`src/rtl/input_port_buffer_pkg.sv`:
```
// Shared flit framing codes and framing-FSM states for the router input port buffer.
package input_port_buffer_pkg;

  localparam int unsigned IPB_DATA_WIDTH = 32;
  localparam int unsigned FLIT_TYPE_W    = 2;

  typedef enum logic [FLIT_TYPE_W-1:0] {
    FLIT_INVALID = 2'b00,
    FLIT_HEAD    = 2'b01,
    FLIT_BODY    = 2'b10,
    FLIT_TAIL    = 2'b11
  } flit_type_e;

  typedef enum logic {
    IPB_IDLE = 1'b0,
    IPB_PKT  = 1'b1
  } ipb_state_e;

endpackage

```
`src/rtl/input_port_buffer_fifo_mem.sv`:
```
// Flit storage: DEPTH x DATA_WIDTH array, synchronous write, asynchronous read.
module input_port_buffer_fifo_mem #(
  parameter int unsigned DATA_WIDTH = 32,
  parameter int unsigned DEPTH      = 4,
  parameter int unsigned AW         = 2
) (
  input  logic                  clk,
  input  logic                  we,
  input  logic [AW-1:0]         waddr,
  input  logic [DATA_WIDTH-1:0] wdata,
  input  logic [AW-1:0]         raddr,
  output logic [DATA_WIDTH-1:0] rdata
);

  logic [DATA_WIDTH-1:0] mem [DEPTH];

  always_ff @(posedge clk) begin
    if (we) mem[waddr] <= wdata;
  end

  assign rdata = mem[raddr];

endmodule

```
`src/rtl/input_port_buffer.sv`:
```
// Router input port: FWFT flit FIFO with upstream credit return, framing tracker and
// sticky overflow/protocol error flags.
module input_port_buffer
  import input_port_buffer_pkg::*;
#(
  parameter int unsigned DATA_WIDTH = IPB_DATA_WIDTH,
  parameter int unsigned DEPTH      = 4,
  parameter int unsigned CNT_W      = $clog2(DEPTH) + 1
) (
  input  logic                   clk,
  input  logic                   rst,
  input  logic [DATA_WIDTH-1:0]  datain,
  input  logic                   validin,
  input  logic                   rd_en,
  output logic [DATA_WIDTH-1:0]  dataout,
  output logic [FLIT_TYPE_W-1:0] flit_type,
  output logic                   empty,
  output logic                   full,
  output logic [CNT_W-1:0]       count,
  output logic                   credit_out,
  output logic                   pkt_active,
  output logic                   err_overflow,
  output logic                   err_protocol
);

  localparam int unsigned AW = (DEPTH > 1) ? $clog2(DEPTH) : 1;

  logic [AW-1:0]         wr_ptr;
  logic [AW-1:0]         rd_ptr;
  logic [DATA_WIDTH-1:0] rd_data;
  logic                  push;
  logic                  pop;
  flit_type_e            pop_type;
  ipb_state_e            state;

  input_port_buffer_fifo_mem #(
    .DATA_WIDTH (DATA_WIDTH),
    .DEPTH      (DEPTH),
    .AW         (AW)
  ) u_mem (
    .clk   (clk),
    .we    (push),
    .waddr (wr_ptr),
    .wdata (datain),
    .raddr (rd_ptr),
    .rdata (rd_data)
  );

  assign empty = (count == '0);
  assign full  = (count == CNT_W'(DEPTH));
  // A full buffer still accepts a flit when a pop frees a slot in the same cycle.
  assign push  = validin && (!full || pop);
  assign pop   = rd_en && !empty;

  // Gating on empty hides stale memory and forces zero as soon as reset clears count.
  assign dataout   = empty ? '0 : rd_data;
  assign flit_type = dataout[DATA_WIDTH-1 -: FLIT_TYPE_W];
  assign pop_type  = flit_type_e'(rd_data[DATA_WIDTH-1 -: FLIT_TYPE_W]);

  always_ff @(posedge clk or negedge rst) begin
    if (!rst) begin
      wr_ptr       <= '0;
      rd_ptr       <= '0;
      count        <= '0;
      credit_out   <= 1'b0;
      state        <= IPB_IDLE;
      pkt_active   <= 1'b0;
      err_overflow <= 1'b0;
      err_protocol <= 1'b0;
    end else begin
      if (push) wr_ptr <= wr_ptr + AW'(1);
      if (pop)  rd_ptr <= rd_ptr + AW'(1);

      case ({push, pop})
        2'b10:   count <= count + CNT_W'(1);
        2'b01:   count <= count - CNT_W'(1);
        default: count <= count;
      endcase

      credit_out <= pop;

      if (validin && full && !pop) err_overflow <= 1'b1;

      if (pop) begin
        case (state)
          IPB_IDLE: begin
            if (pop_type == FLIT_HEAD) begin
              state      <= IPB_PKT;
              pkt_active <= 1'b1;
            end else begin
              err_protocol <= 1'b1;
            end
          end
          IPB_PKT: begin
            case (pop_type)
              FLIT_BODY: ;
              FLIT_TAIL: begin
                state      <= IPB_IDLE;
                pkt_active <= 1'b0;
              end
              default: err_protocol <= 1'b1;
            endcase
          end
          default: begin
            state      <= IPB_IDLE;
            pkt_active <= 1'b0;
          end
        endcase
      end
    end
  end

endmodule

```
`config.mk`:
```
export PLATFORM = sky130hd
export DESIGN_NAME = input_port_buffer
export DESIGN_NICKNAME = d
export VERILOG_FILES = /design/src/rtl/input_port_buffer_pkg.sv /design/src/rtl/input_port_buffer_fifo_mem.sv /design/src/rtl/input_port_buffer.sv
export SDC_FILE = /design/constraint.sdc
export NUM_CORES = 1
export LEC_CHECK = 0
export CAP_MARGIN = 5
export CORE_MARGIN = 3
export CORE_UTILIZATION = 50
export CTS_CLUSTER_DIAMETER = 200
export DETAILED_ROUTE_END_ITERATION = 12
export GPL_TIMING_DRIVEN = 0
export PLACE_DENSITY = 0.76
export SYNTH_ARGS = -nofsm -noshare
export SYNTH_HDL_FRONTEND = slang
export SYNTH_SLANG_ARGS = --single-unit
```
`constraint.sdc`:
```
create_clock -name clk -period 2.74 [get_ports clk]
set_input_delay 0.274 -clock clk [delete_from_list [all_inputs] [get_ports clk]]
set_output_delay 0.274 -clock clk [all_outputs]
set_load 0.005 [all_outputs]
```
Yosys cells after proc, flatten, opt, wreduce, memory -nomap -nowiden --
Memories as Yosys holds them, arrays and structs flattened. Cells that the tools add are included.
Operators by class: bitwise operators 1, add/subtract/negate cells 4, mux-type cells 13, equal/unequal tests 10, reductions and logical operators 13
Operators by type and width (number):
- 2-to-1 mux 32 bit | 1
- 2-to-1 mux 1 bit | 8
- == test 2 bit (second input constant) | 3
- inequality test 2 bit (second input constant) | 3
- case mux 1 bit (2 select lines) | 3
- case mux 3 bit (2 select lines) | 1
- AND reduction 3 bit | 2
- adder 2 x 1 -> 2 bit (second input constant) | 2
- == test 2 x 1 -> 1 bit (second input constant) | 2
- logical AND 1 bit | 4
- adder 3 x 1 -> 3 bit (second input constant) | 1
- == test 3 bit (second input constant) | 1
- zero test 1 bit | 3
- zero test 3 bit | 1
- subtractor 3 x 1 -> 3 bit (second input constant) | 1
- inequality test 2 x 1 -> 1 bit (second input constant) | 1
- nonzero test 2 bit | 1
- OR reduction 2 bit | 1
- logical OR 1 bit | 1
- inverter 1 bit | 1
Storage, ports and cells: register bits after elaboration 12, word-level logic and storage cells 50, output and inout bits 43, input port bits 36, bits in writable memories 128, memories 1
Memories:
- u_mem.mem | words 4, bits a word 32, read ports 1, clocked after Yosys merged registers in 0, write ports 1, RTL line input_port_buffer_fifo_mem.sv:15 | logic [DATA_WIDTH-1:0] mem [DEPTH];

Logic depth before layout (Yosys ltp) --
depth in word-level cells 7, depth in mapped cells 8, depth with buffers taken out 7

By module --
A second synthesis with hierarchy kept.
Second synthesis, totals: cells, all modules 276, area total of the unflattened synthesis 5582.9 sq um
By module, submodules not included:
- input_port_buffer_fifo_mem | seq. area each 3843.7 sq um, instances 1, cells an instance 171, area each 4689.5 sq um
- input_port_buffer | seq. area each 300.3 sq um, instances 1, cells an instance 105, area each 893.4 sq um

Worst setup path after synthesis --
No wires, ideal clock.
path kind reg-to-reg, start point register count[0], end point register count[2], data required time 2.614 ns, path buffers 1, clock period less this slack 2.412 ns, setup time 0.126 ns, arrival time 2.285 ns, stages on the path, launching flop included 8, slack 0.328 ns, path through dfrtp_1 > or3_1 > buf_2 > inv_1 > or3_1 > fa_1 > or3b_2 > a311o_1
On the way: cells in the longest elaborated chain, start to end 7, elaborated cells on any way between the ends 13, classes of those cells add/sub: 2; eq/ne: 3; mux: 1; reduce/logical: 7
RTL lines:
- start: declaration | RTL line input_port_buffer.sv:19 | output logic [CNT_W-1:0] count,
- start signal: assignment | RTL line input_port_buffer.sv:75 | 2'b10: count <= count + CNT_W'(1);
- start signal: assignment | RTL line input_port_buffer.sv:76 | 2'b01: count <= count - CNT_W'(1);
- start signal: assignment | RTL line input_port_buffer.sv:77 | default: count <= count;
- zero test 3 bit (*) | RTL line input_port_buffer.sv:49 | assign empty = (count == '0);
- net empty | RTL line input_port_buffer.sv:17 | output logic empty,
- zero test 1 bit (*) | RTL line input_port_buffer.sv:53 | assign pop = rd_en && !empty;
- logical AND 1 bit (*) | RTL line input_port_buffer.sv:53
- logical OR 1 bit | RTL line input_port_buffer.sv:52 | assign push = validin && (!full || pop);
- logical AND 1 bit | RTL line input_port_buffer.sv:52
- == test 2 x 1 -> 1 bit or == test 2 bit (tied branches) | RTL line input_port_buffer.sv:74 | case ({push, pop})
- case mux 3 bit (2 select lines) or nonzero test 2 bit (tied branches)
The timed path passes the listed nets; every way through them passes the cells marked *. A chain may end at the register's enable or synchronous reset.

Final worst setup path --
start point register count[0], end point output port flit_type[0]
On the way: cells in the longest elaborated chain, start to end 2
RTL lines:
- zero test 3 bit | RTL line input_port_buffer.sv:49
- 2-to-1 mux 32 bit | RTL line input_port_buffer.sv:56 | assign dataout = empty ? '0 : rd_data;
- end: declaration | RTL line input_port_buffer.sv:16 | output logic [FLIT_TYPE_W-1:0] flit_type,
Every way passes these cells.

==> results_dict.tcl <==
set metrics [dict create \
    area_growth_syn_to_layout_pct 30.4 \
    number_of_storage_elements_in_the_synthesis_netlist 140 \
    cp_num_buf_inv 4 \
    timing.critical_path.fanout_max 10 \
    area_used_by_multi_input_combinational_logic_um2 1280 \
    pwr_cell_area_nw_per_um2 1160 \
    synth.yosys.seq_area_share 0.748 \
    count_of_port_buffers_added_during_placement 78 \
    crit_type "reg2out" \
    aggregate_global_routing_overflow 0 \
    finalHoldViolations 0 \
    most-common-layout-cells "128 x edfxtp_1, 78 x clkdlybuf4s50_1, 32 x mux4_2, 32 x and2_1, 16 x clkbuf_16" \
    synth.top_cells.by_area "edfxtp_1 69%, mux4_2 13%, dfrtp_1 5.4%" \
    detailedRoute.firstIterationViolations 164 \
    mostFrequentLayoutCell "edfxtp_1" \
    post_cts_hold_buffer_count 0 \
    first_global_vias 3024 \
    reg2regPathDepth 7 \
    synth_xor_xnor_area_share 0.00791 \
    required_ps 2470 \
    pre_cts_slack_ps -310 \
    finalSetupViolCount 0 \
    final_critical_path_setup_slack_ps 82.0 \
    reg2reg_setup_slack_ps 160 \
    post_route_clock_period_utilization 0.970 \
    clk_root_buffer_cell "clkbuf_8" \
    gp_congestion 0.716 \
    clk_pin_slew_ps 60 \
    endpoint_of_the_worst_register_to_register_path "count[2]$_DFFE_PN0P_" \
    cpPeakStageDelay_ps 430 \
    cts_num_sinks 140 \
    via_count 2793 \
    cts_tree "yes" \
    drt_wl_total_mm 9.91 \
    first_pass_grt_wire_length_mm 16.0 \
    post-synth-top-area-fraction 0.694 \
    drv_slew 0 \
    row_count 37 \
    fmaxAchievable_mhz 376 \
    synth.avg_cell_area_um2 20.4 \
    timing.max_slew.rel_slack 0.395 \
    cp_top_delay_family "buffers and inverters" \
    route.detailed.wl_per_inst_um 19.1 \
    register_area_um2 4150 \
    grt_max_degree 33 \
    leakage_nw 2.46 \
    syn_area_um2 5540 \
    vias_per_cell 5.37 \
    layout_min_cycle_time_ps 2660 \
    fillerInstances 754 \
    postRouteAntennaNets 0 \
    netlist_instances 272 \
    timing.critical_path.slowest_stage_cell "dfrtp_2" \
    worstMarginPinSlew_ps 907 \
    dieArea_um2 12400 \
    htree_levels 4 \
    drive_gt1_frac 0.240 \
    worstSetupEndpointType "primary output" \
    maximum_number_of_buffers_from_clock_root_to_sink 2 \
    hold_slack_ps 119 \
    dominant_combinational_cell_family_by_area_after_synthesis "multiplexers" \
    synth-simple-area-share 0.0576 \
    synth-adder-area-share 0.0127 \
    yosysUniqueCellTypes 36 \
    yosys.area.top_type "edfxtp_1" \
    final_nets 413 \
    syn-num-nets 313 \
    start_util 0.525 \
    async_flop_share 0.0857 \
    firstDrtPassIters 4 \
    groute.usage.overall 0.169 \
    worstPathArrival_ps 2380 \
    synth_edf_count 128 \
    worstSkewPairLatency_ps 510 \
    synth_top_flop_cell "edfxtp_1" \
    list_of_cells_traversed_by_the_critical_path "or3_1, buf_2, clkbuf_8, and2_1, buf_4, clkdlybuf4s50_1" \
    ioPinCount 79 \
    die_width_um 111 \
    route.detailed.drc 0 \
    synth-compound-area-share 0.0206 \
    cts_inserted_buffers 17 \
    antenna_found_initial 0 \
    yosys-mux-area-fraction 0.132 \
    fin_setup_tns_ps 0 \
    worstReg2RegStart "count[1]$_DFFE_PN0P_" \
    status "complete, no violations" \
    launching_element_type_of_the_critical_path "flip-flop" \
    placeableCoreArea_um2 10600 \
    post-dp-hpwl_mm 5.80 \
    yosysWarnings 0 \
    finalClockSkew_ps 7.13 \
    ir_drop_v 0.000542 \
    timing.max_cap.violations 0 \
    die-height_um 111 \
    antenna-diode-count 0 \
    min-delay-path-class "in2async" \
]
repair_timing:
item	CTS	global route
endpoints found under the setup margin	31	28
buffers inserted	0	3
gates resized for setup	16	8
report_power, final:
group          internal [W]  leakage [nW]  total (W)  switching [W]
Clock               0.00157         0.295    0.00242       0.000848
Sequential          0.00284          1.31    0.00299       0.000155
Combinational       0.00178         0.853    0.00299        0.00121
worst max path at each step:
stage,start,to,slack [ps],depth (start not counted)
2_1_floorplan,count[0]$_DFFE_PN0P_,count[2]$_DFFE_PN0P_,330,7
3_3_place_gp,rd_en,u_mem.mem[3][18]$_DFFE_PP_,-520,4
3_5_place_dp,rd_en,count[2]$_DFFE_PN0P_,-310,7
4_1_cts,rd_ptr[0]$_DFFE_PN0P_,dataout[14],10,5
5_1_grt,rd_ptr[0]$_DFFE_PN0P_,dataout[11],-0.8,5
6_report,count[0]$_DFFE_PN0P_,flit_type[0],80,6
Yosys cell counts, types with 2 or more instances:
| library cell | instances |
|---|---|
| edfxtp_1 | 128 |
| or3_1 | 2 |
| or3b_2 | 2 |
| clkbuf_1 | 9 |
| mux4_2 | 32 |
| a31oi_1 | 2 |
| buf_4 | 2 |
| ha_1 | 4 |
| and2_1 | 36 |
| inv_1 | 9 |
| nand3_1 | 3 |
| xnor2_1 | 2 |
| dfrtp_1 | 12 |
| buf_2 | 4 |
| xor2_1 | 3 |
| o2111ai_1 | 2 |
metrics by stage:
step	std cells	total power, W	util	area, µm²
CTS	518	0.00846	0.680	7180
floorplan	272	0.00455	-	5540
finish	520	0.00841	0.684	7220
global route	520	0.00884	0.684	7220
detailed placement	487	0.00596	0.617	6510
global placement	486	0.00589	0.615	6490
logic make-up after synthesis:
logic type / after synthesis
and+or+nand+nor: 50
adders and majority gates: 5
xor gates and xnor gates: 5
muxes: 33
AOI/OAI and AO/OA: 14
buffers and inverters: 25
DFF: 140
layout make-up:
class | count | share of cell area
Sequential cell | 140 | 0.575
Buffer | 15 | 0.0175
Clock inverter | 13 | 0.0298
Multi-Input combinational cell | 107 | 0.178
Timing Repair Buffer | 82 | 0.114
Clock buffer | 18 | 0.0579
Inverter | 9 | 0.00468
Tap cell | 136 | 0.0236
state kept, by name, summed over array words and instances (netlist names), named ones only:
name	flops
credit_out	1
err_protocol	1
u_mem.mem	128
pkt_active	1
rd_ptr	2
count	3
wr_ptr	2
err_overflow	1
layer usage:
metal | wire length (µm) | track usage
met1 | 4270 | 0.214
met4 | 151 | 0.0600
met5 | 0 | 0
met3 | 415 | 0.0442
met2 | 5070 | 0.283
Power figures use the tool's default switching activity.
